## config.mk

```make
export PLATFORM = sky130hd
export DESIGN_NAME = register_file_flat
export DESIGN_NICKNAME = d
export VERILOG_FILES = /design/src/rtl/regfile_if.sv /design/src/rtl/register_file.sv /design/src/flat_wrapper.sv
export SDC_FILE = /design/constraint.sdc
export NUM_CORES = 2
export LEC_CHECK = 0
export ABC_AREA = 1
export ABC_CLOCK_PERIOD_IN_PS = 66800
export CAP_MARGIN = 10
export CELL_PAD_IN_SITES_DETAIL_PLACEMENT = 0
export CELL_PAD_IN_SITES_GLOBAL_PLACEMENT = 2
export CORE_UTILIZATION = 36
export DETAILED_ROUTE_END_ITERATION = 12
export PLACE_DENSITY_LB_ADDON = 0.1
export SLEW_MARGIN = 20
export SYNTH_ARGS = -nofsm -noshare
export SYNTH_HDL_FRONTEND = slang
export SYNTH_SLANG_ARGS = --single-unit
```

## constraint.sdc

```tcl
create_clock -name clk -period 66.8 [get_ports clk]
set_input_delay 10.02 -clock clk [delete_from_list [all_inputs] [get_ports clk]]
set_output_delay 10.02 -clock clk [all_outputs]
set_load 0.05 [all_outputs]
```

## src/rtl/regfile_if.sv

```systemverilog
// Register file port bundle: one write port and two combinational read ports.
// The datapath (master) drives addresses and write data; the register file
// (slave) returns read data.
interface regfile_if #(
  parameter int N = 32
);
  logic         wr_ena;
  logic [4:0]   wr_addr;
  logic [N-1:0] wr_data;
  logic [4:0]   rd_addr0;
  logic [N-1:0] rd_data0;
  logic [4:0]   rd_addr1;
  logic [N-1:0] rd_data1;

  modport master (
    output wr_ena, wr_addr, wr_data, rd_addr0, rd_addr1,
    input  rd_data0, rd_data1
  );

  modport slave (
    input  wr_ena, wr_addr, wr_data, rd_addr0, rd_addr1,
    output rd_data0, rd_data1
  );
endinterface

```

## src/rtl/register_file.sv

```systemverilog
// 32 x 32-bit architectural register file for the single-cycle RISC-V
// datapath. x0 reads as zero and has no storage; x1..x31 are flops cleared
// asynchronously by rst. Two combinational read ports with optional
// same-cycle write-to-read forwarding.
module register_file #(
  parameter int N      = 32,
  parameter int L      = 32,
  parameter bit BYPASS = 1'b1
) (
  input  logic     clk,
  input  logic     rst,
  regfile_if.slave bus
);

  logic [N-1:0] regs [1:L-1];
  logic [L-1:1] wr_sel;
  logic         fwd0;
  logic         fwd1;
  logic [N-1:0] stored0;
  logic [N-1:0] stored1;

  // One-hot write decode; address 0 never selects anything.
  always_comb begin
    wr_sel = '0;
    for (int i = 1; i < L; i++) begin
      if (bus.wr_ena && (bus.wr_addr == 5'(i))) wr_sel[i] = 1'b1;
    end
  end

  // Storage: async clear dominates, otherwise per-register write enable.
  always_ff @(posedge clk or posedge rst) begin
    if (rst) begin
      for (int i = 1; i < L; i++) regs[i] <= '0;
    end else begin
      for (int i = 1; i < L; i++) begin
        if (wr_sel[i]) regs[i] <= bus.wr_data;
      end
    end
  end

  // Stored-value read muxes; an address of 0 falls through to zero.
  always_comb begin
    stored0 = '0;
    stored1 = '0;
    for (int i = 1; i < L; i++) begin
      if (bus.rd_addr0 == 5'(i)) stored0 = regs[i];
      if (bus.rd_addr1 == 5'(i)) stored1 = regs[i];
    end
  end

  // Forwarding qualifiers; never forward to x0 or while in reset.
  always_comb begin
    fwd0 = BYPASS && !rst && bus.wr_ena && (bus.wr_addr != 5'd0) &&
           (bus.wr_addr == bus.rd_addr0);
    fwd1 = BYPASS && !rst && bus.wr_ena && (bus.wr_addr != 5'd0) &&
           (bus.wr_addr == bus.rd_addr1);
  end

  // Output select: reset forces zero, then forwarded data, then storage.
  always_comb begin
    bus.rd_data0 = stored0;
    bus.rd_data1 = stored1;
    if (rst) begin
      bus.rd_data0 = '0;
      bus.rd_data1 = '0;
    end else begin
      if (fwd0) bus.rd_data0 = bus.wr_data;
      if (fwd1) bus.rd_data1 = bus.wr_data;
    end
  end

endmodule

```

## src/flat_wrapper.sv

```systemverilog
// flat-port wrapper written by rule: the top's interface ports become plain ports
module register_file_flat 
#(
  parameter int N      = 32,
  parameter int L      = 32,
  parameter bit BYPASS = 1'b1
)
  (clk, rst, bus_wr_ena, bus_wr_addr, bus_wr_data, bus_rd_addr0, bus_rd_addr1, bus_rd_data0, bus_rd_data1);
  regfile_if #(.N(N)) bus_i ();
  input  logic clk;
  input  logic rst;
  input wire logic [$bits(bus_i.wr_ena)-1:0] bus_wr_ena;
  input wire logic [$bits(bus_i.wr_addr)-1:0] bus_wr_addr;
  input wire logic [$bits(bus_i.wr_data)-1:0] bus_wr_data;
  input wire logic [$bits(bus_i.rd_addr0)-1:0] bus_rd_addr0;
  input wire logic [$bits(bus_i.rd_addr1)-1:0] bus_rd_addr1;
  output wire logic [$bits(bus_i.rd_data0)-1:0] bus_rd_data0;
  output wire logic [$bits(bus_i.rd_data1)-1:0] bus_rd_data1;
  assign bus_i.wr_ena = bus_wr_ena;
  assign bus_i.wr_addr = bus_wr_addr;
  assign bus_i.wr_data = bus_wr_data;
  assign bus_i.rd_addr0 = bus_rd_addr0;
  assign bus_i.rd_addr1 = bus_rd_addr1;
  assign bus_rd_data0 = bus_i.rd_data0;
  assign bus_rd_data1 = bus_i.rd_data1;
  register_file #(.N(N), .L(L), .BYPASS(BYPASS)) u_core (.clk(clk), .rst(rst), .bus(bus_i));
endmodule
```

==> results by group <==
Synth
  • Mapped Cells: 7374
  • Post-synth cell types: 29
  • Synth area leaders: dfrtp_1 48%, nand2_1 20%, o21ai_0 11%
  • Synth top area share: 47.7%
  • Post-Syn Area: 0.0520 mm^2
  • Syn_nets: 7424
  • Synth Area per Inst: 7.05 um^2
  • Yosys warnings: 0
  • Leading area contributor after synthesis: dfrtp_1
  • Synthesis-stage register bit count: 992
  • Post-synthesis sequential area ratio: 47.7%

Routing
  • Wl on met1: 102000 um
  • Met2 wire length: 103000 um
  • Via density: 5.37
  • Starting DRT DRC Count: 5125
  • Drt total wl: 226000 um
  • Drc violations: 0
  • Uppermost layer routed: met4
  • Detailed Routing Iterations Pass 1: 8
  • Routed wl met3: 12200 um
  • Post-DR wirelength/cell: 24.4 um
  • Vias: 49700
  • Antenna-violating nets left: 0

Floorplanning
  • Core area: 0.143 mm^2
  • Die height: 382 um
  • Site row count: 139
  • Die Area: 0.146 mm^2
  • Initial core utilization: 36.3%
  • Num ports: 114
  • Die X: 382 um

Clocking
  • Clock root buffer: clkbuf_16
  • # H-tree levels: 3
  • Hold_buf cts: 0
  • Post-CTS sizing: 0
  • CTS tree: yes
  • Setup repair bufs after CTS: 0
  • Clock buffer count from CTS: 119
  • CTS sink count: 992
  • Clock buffer depth: 3
  • CTS clk-pin slew, worst paths: 60 ps
  • Clock latency on the worst-skew pair: 750 ps

Run
  • MaxCap Viol Count: 0

Cells and area
  • Final Non-Filler Cells: 9254
  • Share of cells above drive strength 1: 7.20%
  • Design area: 0.0591 mm^2
  • Area grow syn2layout: 13.6%
  • Largest reg by FF count: u_core.regs
  • Fillers: 15000
  • Multi-input combinational cell area: 0.0237 mm^2
  • Storage cell area: 0.0248 mm^2
  • # nets final: 7299
  • Max reg flops: 992
  • Regs by FF count: u_core.regs (992)

Power and ir drop
  • Maximum vdd ir drop: 0.0227 mV
  • Pwr/cell area: 29.6 mW/mm^2
  • P_leak: 26.8 nW

STA
  • RSZ-0062 raised after global routing: false
  • Slew at the pin closest to its max-slew limit: 1050 ps
  • Final Critical Period: 26150 ps
  • Fin Setup TNS: 0 ps
  • Clock skew: 0 ps
  • Peak Freq: 0.0382 GHz
  • Pins Over Slew Limit: 0
  • Fin crit share: 39.1%
  • Final setup margin: 40650 ps
  • Slew headroom: 29.9%
  • Setup violators final: 0
  • Final hold violations: 0

Setup path
  • Crit path capture type: primary output
  • WS Path Type: primary input to primary output
  • Critical Path Slowest Stage Cell: clkdlybuf4s50_1
  • WP data arrival: 16130 ps
  • Crit-path max cell delay: 750 ps
  • Max Fanout on Critical Path: 26
  • Worst Setup Start Kind: primary input
  • CP dominant cell by count: nor2_1
  • WP data required: 56780 ps
  • Critical-path cell list: clkdlybuf4s50_1 -> inv_2 -> buf_4 -> nand2_1 -> buf_4 -> inv_2 -> buf_4 -> nand2_1 -> nand2_1 -> nand4_1 -> nor2_1 -> nand4_1 -> nor2_1 -> nand4_1 -> nor2_1 -> nand4_1 -> nor2_1 -> nand4_1 -> nor2_1 -> nand4_1 -> nor2_1 -> nor2_1 -> clkdlybuf4s50_1
  • Reg-to-reg slack, setup: 66030 ps

Placement
  • Global placement routability congestion: 0.875
  • Port Buf Inserts: 113
  • DP Wirelength: 146000 um
  • Cell count after placement: 9031
  • Post-DP Area: 0.0550 mm^2
  • Worst slack at placement: 40690 ps

Global route
  • Initial antenna violation count: 5
  • Pin count of the biggest net entering global routing: 151
  • Total GRT Usage: 30.6%
  • GR Overflow Total: 0
  • First-pass GRT wire length: 331000 um
  • Vias in the first global route: 46700

Hold path
  • Hold crit path type: flop to flop

Outcome
  • Status: finished clean
[area by class of cell]
class                   count  area share, %
diodes                      2        0.00847
multi-input cells        5383           40.0
inverters                 494           3.15
repair buffers            259           3.79
flip-flops and latches    992           42.0
clock inverters            44          0.965
well taps                1903           4.03
clock buffers             177           6.04
[stage by stage]
step | power [mW] | hold WS, ps | util, %
after CTS | 1.76 | 487 | 41.2
after global placement | 1.06 | 465 | 38.3
after global routing | 1.83 | 502 | 41.2
final | 1.75 | 483 | 41.2
after floorplan | 0.957 | 453 | -
after detailed placement | 1.06 | 472 | 38.3
[worst max-delay path: cells and delay by family]
kind	cells	cell delay [ps]
buf+inv	7	3570
simple gates	16	2450
[report_power, final]
group | internal, mW | leakage, nW | total, mW | switching [mW]
logic | 0.0816 | 11.9 | 0.256 | 0.175
registers | 0.713 | 12.9 | 0.798 | 0.0850
clock network | 0.417 | 2.05 | 0.694 | 0.278
[routing by layer]
layer  vias up  global-route usage, %
met5         -                      0
met4         0                   10.3
met3       311                   3.22
met2      1629                   48.9
met1     24300                   43.0
li1      23400                      -
[final timing paths]
kind / cells past startpoint / endpoint / from
setup / recovery: 23 / bus_rd_data0[16] / bus_rd_addr0[4]
hold / removal: 2 / u_core.regs[769] / u_core.regs[769]
setup reg to reg: 2 / u_core.regs[866] / u_core.regs[866]
hold reg to reg: 2 / u_core.regs[769] / u_core.regs[769]
max in group asynchronous: 6 / u_core.regs[620] / rst
min in group asynchronous: 2 / u_core.regs[31] / rst
[cells by family after synthesis]
kind of cell    count (synthesis)  share of synthesized area, %
flops                         992                          47.7
buf+inv                       999                          7.29
xor+xnor                        7                         0.118
compound gates               1238                          11.9
simple gates                 4138                          33.0
[layout by cell type, fill, tap and decap left out, drive strengths merged, types with 4 or more instances in the layout]
| master | netlist | routed |
|---|---|---|
| a21oi | 132 | 132 |
| buf | 35 | 146 |
| bufinv | 0 | 13 |
| clkbuf | 470 | 177 |
| clkdlybuf4s50 | 0 | 113 |
| clkinv | 4 | 31 |
| clkinvlp | 0 | 4 |
| dfrtp | 992 | 992 |
| inv | 490 | 490 |
| nand2 | 2775 | 2775 |
| nand3 | 167 | 167 |
| nand4 | 443 | 443 |
| nor2 | 655 | 655 |
| nor3 | 4 | 4 |
| o21ai | 1105 | 1105 |
| or2 | 91 | 91 |
| xor2 | 6 | 6 |
[cells in the mapped netlist, drive strengths merged]
cell type,n
o311ai,1
nand3,167
xor2,6
inv,490
nor4,2
clkbuf,470
nand2,2775
buf,35
xnor2,1
clkinv,4
and3,1
dfrtp,992
a21oi,132
or2,91
nand4,443
nor2,655
nor3,4
o21ai,1105
No activity file was read; power rests on OpenSTA's default activity.
